## config.mk

```make
export PLATFORM = sky130hd
export DESIGN_NAME = keypad_scan
export DESIGN_NICKNAME = d
export VERILOG_FILES = /design/src/rtl/keypad_scan_pkg.sv /design/src/rtl/keypad_row_sync.sv /design/src/rtl/keypad_scan.sv
export SDC_FILE = /design/constraint.sdc
export NUM_CORES = 1
export LEC_CHECK = 0
export BUFFER_PORTS_ARGS = -buffer_cell sky130_fd_sc_hd__buf_2
export CELL_PAD_IN_SITES_DETAIL_PLACEMENT = 0
export CELL_PAD_IN_SITES_GLOBAL_PLACEMENT = 1
export CORE_UTILIZATION = 50
export DETAILED_ROUTE_END_ITERATION = 12
export GPL_ROUTABILITY_DRIVEN = 0
export GPL_TIMING_DRIVEN = 0
export PLACE_DENSITY_LB_ADDON = 0.1
export SYNTH_ARGS = -nofsm -noshare
export SYNTH_HDL_FRONTEND = slang
export SYNTH_SLANG_ARGS = --single-unit
```

## constraint.sdc

```tcl
create_clock -name clk -period 4.45 [get_ports clk]
set_clock_uncertainty 0.15 [all_clocks]
set_input_delay 0.89 -clock clk [delete_from_list [all_inputs] [get_ports clk]]
set_output_delay 0.89 -clock clk [all_outputs]
set_load 0.1 [all_outputs]
```

## src/rtl/keypad_scan_pkg.sv

```systemverilog
// keypad_scan_pkg: matrix geometry and shared types for the keypad scanner.
// Shared by keypad_scan and keypad_row_sync.
package keypad_scan_pkg;

  localparam int ROWS  = 4;
  localparam int COLS  = 5;
  localparam int NKEYS = ROWS * COLS;

  typedef enum logic [1:0] {
    SETTLE,
    SAMPLE,
    FRAME_END
  } scan_state_t;

  typedef logic [NKEYS-1:0] key_vec_t;

  function automatic logic [4:0] popcnt(input key_vec_t v);
    logic [4:0] n;
    n = '0;
    for (int i = 0; i < NKEYS; i++)
      n = n + 5'(v[i]);
    return n;
  endfunction

  function automatic logic [COLS-1:0] col_drive(
    input logic [2:0] idx
  );
    return ~(COLS'(1) << idx);
  endfunction

endpackage

```

## src/rtl/keypad_row_sync.sv

```systemverilog
// keypad_row_sync: 2-flop synchronizer for the active-low row pins.
// Output is active-high (1 = row pulled low by a pressed key).
module keypad_row_sync
  import keypad_scan_pkg::*;
(
  input  logic            clk,
  input  logic            rst_n,
  input  logic [ROWS-1:0] i_row_n,
  output logic [ROWS-1:0] o_row_s
);

  logic [ROWS-1:0] r_meta;
  logic [ROWS-1:0] r_sync;

  always_ff @(posedge clk) begin
    if (!rst_n) begin
      r_meta <= '0;
      r_sync <= '0;
    end else begin
      r_meta <= ~i_row_n;
      r_sync <= r_meta;
    end
  end

  assign o_row_s = r_sync;

endmodule

```

## src/rtl/keypad_scan.sv

```systemverilog
// keypad_scan: 4x5 matrix scanner with whole-frame debounce.
// Define KEYPAD_SCAN_GHOST_REJECT_EN to drop frames with >2 keys.
module keypad_scan
  import keypad_scan_pkg::*;
#(
  parameter int SETTLE_CYCLES   = 16,
  parameter int DEBOUNCE_FRAMES = 4
) (
  input  logic            clk,
  input  logic            rst_n,
  input  logic [ROWS-1:0] row_n,
  output logic [COLS-1:0] col_n,
  output key_vec_t        keys,
  output logic            keys_changed
);

  localparam logic [7:0] SETTLE_LAST =
    8'(SETTLE_CYCLES - 1);
  localparam logic [3:0] STABLE_MAX =
    4'(DEBOUNCE_FRAMES - 1);

  scan_state_t     r_state;
  logic [7:0]      r_cnt;
  logic [2:0]      r_col_idx;
  logic [COLS-1:0] r_col_n;
  key_vec_t        r_frame;
  key_vec_t        r_prev;
  logic [3:0]      r_stable;
  key_vec_t        r_keys;
  logic            r_changed;

  logic [ROWS-1:0] w_row_s;
  key_vec_t        w_frame_nxt;
  logic            w_same;
  logic            w_valid;
  logic [3:0]      w_stable_nxt;
  logic            w_publish;

  keypad_row_sync u_sync (
    .clk     (clk),
    .rst_n   (rst_n),
    .i_row_n (row_n),
    .o_row_s (w_row_s)
  );

  always_comb begin
    w_frame_nxt = r_frame;
    for (int c = 0; c < COLS; c++)
      if (r_col_idx == 3'(c))
        for (int r = 0; r < ROWS; r++)
          w_frame_nxt[r*COLS+c] = w_row_s[r];
  end

  always_comb begin
    w_same = (r_frame == r_prev);
    if (!w_same)
      w_stable_nxt = '0;
    else if (r_stable == STABLE_MAX)
      w_stable_nxt = r_stable;
    else
      w_stable_nxt = r_stable + 4'd1;
`ifdef KEYPAD_SCAN_GHOST_REJECT_EN
    w_valid = (popcnt(r_frame) <= 5'd2);
`else
    w_valid = 1'b1;
`endif
    w_publish = w_valid
      && (w_stable_nxt == STABLE_MAX)
      && (r_frame != r_keys);
  end

  always_ff @(posedge clk) begin
    if (!rst_n) begin
      r_state   <= SETTLE;
      r_cnt     <= '0;
      r_col_idx <= '0;
      r_col_n   <= '1;
      r_frame   <= '0;
      r_prev    <= '0;
      r_stable  <= '0;
      r_keys    <= '0;
      r_changed <= 1'b0;
    end else begin
      r_changed <= 1'b0;
      unique case (r_state)
        SETTLE: begin
          // all-ones only right after reset: enter column 0 first
          if (&r_col_n)
            r_col_n <= col_drive(r_col_idx);
          else if (r_cnt == SETTLE_LAST) begin
            r_cnt   <= '0;
            r_state <= SAMPLE;
          end else
            r_cnt <= r_cnt + 8'd1;
        end
        SAMPLE: begin
          r_frame <= w_frame_nxt;
          if (r_col_idx == 3'(COLS - 1)) begin
            r_col_n <= '1;
            r_state <= FRAME_END;
          end else begin
            r_col_idx <= r_col_idx + 3'd1;
            r_col_n   <= col_drive(r_col_idx + 3'd1);
            r_state   <= SETTLE;
          end
        end
        FRAME_END: begin
          r_stable <= w_valid ? w_stable_nxt : '0;
          if (w_valid && !w_same)
            r_prev <= r_frame;
          if (w_publish) begin
            r_keys    <= r_frame;
            r_changed <= 1'b1;
          end
          r_frame   <= '0;
          r_col_idx <= '0;
          r_col_n   <= col_drive(3'd0);
          r_state   <= SETTLE;
        end
        default: r_state <= SETTLE;
      endcase
    end
  end

  assign col_n        = r_col_n;
  assign keys         = r_keys;
  assign keys_changed = r_changed;

endmodule

```

==> results.toml <==
[layout]
nets = 544
syn2layout_area_growth_pct = 11.0
final_cell_area_sq_mm = 0.00488
num_antenna_cells = 0
fillCellCount = 751
mostFrequentLayoutCells = "dfxtp_1, nand2_1, mux2i_1"
finalNonFillerCells = 633
final_common_cell = "dfxtp_1"
drive_gt1_share_pct = 11.0

[global_route]
grt.met3_usage_pct = 2.61
grt_max_degree = 16
antenna_found_initial = 0
grt_usage_pct = 23.3
busiest_layer = "met2"
grt_pass1_wl_mm = 16.0
grt_pass1_vias = 3087
grt-ovfl-total = 0
met2_usage_pct = 36.7
met1_usage_pct = 33.4

[clock_network]
tritoncts = "yes"
cts-resized-gates = 0
ctsHoldBuffers = 0
clkLatencyLatePin_ps = 360
cts_buffer_depth = 2
htree_levels = 3
clock_sinks = 91
cts_root_buffer = "clkbuf_8"
post-cts-setup-buffer-count = 0
cts_buffers = 9
clk_pin_slew_ps = 100

[pwr]
p_seq_share_pct = 51.0
internal_power_uw = 1180
power.switching_uw = 508
ir_drop_v = 0.000181
cellPowerDensity_mw_per_mm2 = 345
p_leak_uw = 0.00203
clkPwrFrac_pct = 34.2
swShare_pct = 30.2
combinationalPowerShare_pct = 14.8
total_power_uw = 1680

[floorplanning]
core_area_sq_mm = 0.00838
start_util_pct = 52.5
pin_count = 32
rows = 33
die_area_sq_mm = 0.00917
die_x_microns = 95.8
die_h_microns = 95.8

[timing]
max_slew.worst_pin.slew_ps = 746
drv_slew = 0
setup_viol = 0
fmax_mhz = 427
relSlewSlack_pct = 50.0
min_period_ps = 2340
hold_viol = 0
min_period_over_period_pct = 52.7
setup_tns_ps = 0
timing.final.ws_setup_ps = 2110
rsz0062_at_grt = "false"

[route]
viasPerCell = 5.34
dr_total_vias = 3378
drt_iter0_drc = 152
routed_wl_mm = 10.1
ant_nets = 0
first_pass_iters = 4
detail_route.wl_per_cell_microns = 15.9
drc = 0

[logic_synthesis]
synth_ff_type = "dfxtp_1"
synthArstFlopShare_pct = 0
synthDistinctLibCells = 43
syn_nets = 503
synth-seq-area-share_pct = 41.4
syn_inst = 482
synth_edf_count = 0
syn-cell-area_sq_mm = 0.00440
postSynthAreaPerCell_sq_um = 9.12
synth-seq-cells = 91
yosysWarnings = 0

[placed_design]
port_buffers = 30
pre_cts_ws_ps = 1890
dpl.cell_count = 617
dp_hpwl_mm = 7.50
post_dp_cell_area_sq_mm = 0.00468

[status]
outcome = "finished clean"

[worst_hold_path]
hold_class = "flop to flop"

[worst_setup_path]
crit_required_ps = 4570
critPathArrivalTime_ps = 2470
crit_type = "flop to flop"
endpoint_kind = "flop"
cp_max_fo = 10
crit_path_start_kind = "flop"

[job]
max-cap-violations = 0
area by class of cell:
class | instances | area [sq um] | share of cell area [%]
clock inverter | 6 | 65.1 | 1.33
timing repair buffer | 30 | 150 | 3.08
sequential | 91 | 1820 | 37.3
inverter | 8 | 30.0 | 0.615
buffer | 22 | 105 | 2.15
multi-input combinational | 361 | 2440 | 50.0
clock buffer | 10 | 138 | 2.82
tap | 105 | 131 | 2.69
state kept, by name, indices dropped and copies added, names as in the netlist:
signal and flops:
r_prev 20, col_n 5, r_frame 20, r_state 2
r_cnt 8, keys_changed 1, keys 20, r_stable 4
r_col_idx 3, u_sync.r_meta 4, u_sync.o_row_s 4
metal layers:
layer | wire length [microns] | part of all wire (%)
met5 | 0 | 0
met4 | 104 | 1.0
met3 | 304 | 3.0
met2 | 4500 | 45
met1 | 5180 | 51
worst paths after layout:
check,slack [ps],start,end,depth (start not counted)
worst min register to register,280,u_sync.r_meta[3],u_sync.o_row_s[3],1
worst max register to register,2110,r_stable[0],keys[13],7
worst min-delay path,280,u_sync.r_meta[3],u_sync.o_row_s[3],1
worst max-delay path,2110,r_stable[0],keys[13],7
cells by family (layout without fill, tap and decap cells):
logic type | after synthesis | after routing | synth area share, %
adders and majority gates | 15 | 15 | 4.27
buffers and inverters | 30 | 76 | 3.07
DFF | 91 | 91 | 41.4
and+or+nand+nor | 197 | 197 | 22.6
xor gates and xnor gates | 46 | 46 | 9.16
muxes | 43 | 43 | 9.81
AOI/OAI and AO/OA | 60 | 60 | 9.67
power by group through the flow:
stage | sequential (uW) | combinational [uW] | clock, uW
2_1_floorplan | 971 | 108 | 0
3_3_place_gp | 876 | 247 | 0
3_5_place_dp | 878 | 248 | 0
6_report | 859 | 249 | 576
4_1_cts | 859 | 248 | 583
5_1_grt | 864 | 270 | 617
worst max-delay path, cell delays in order (launching register included):
cell and delay [ps]:
dfxtp_1 380, ha_1 220, nor2b_1 160, nor4bb_1 290, o21ai_1 200, a2111oi_4 410
buf_6 240, mux2i_1 200
Yosys cell counts (2+ instances only):
cell	count	area (sq um)
a21bo_2	2	20.0
a211oi_1	3	22.5
nand2_1	89	334
mux2i_1	42	420
xor2_1	23	201
o311ai_1	3	26.3
o21a_1	4	30.0
clkbuf_1	18	67.6
nor2b_1	34	213
and2_1	7	43.8
nor4_2	3	37.5
nand4_1	9	56.3
nand2b_1	5	31.3
buf_6	2	22.5
a21oi_1	12	60.1
a22oi_1	15	113
and3_1	3	18.8
xnor2_1	23	201
nand3_1	7	35.0
o21ai_0	4	20.0
dfxtp_1	91	1820
o211ai_1	2	15.0
nor4_1	9	56.3
o21ai_1	4	20.0
nor2_1	16	60.1
nor3_1	5	25.0
a31oi_1	5	31.3
nor3b_1	5	37.5
inv_1	8	30.0
buf_4	2	15.0
ha_1	15	188
per-stage QoR:
stage	hold WS (ps)	utilization, %
finish	284	58.2
global route	315	58.2
CTS	291	58.2
detailed placement	275	55.8
global placement	267	55.8
floorplan	262	-
Note: power is estimated with default switching activity, not from simulation.
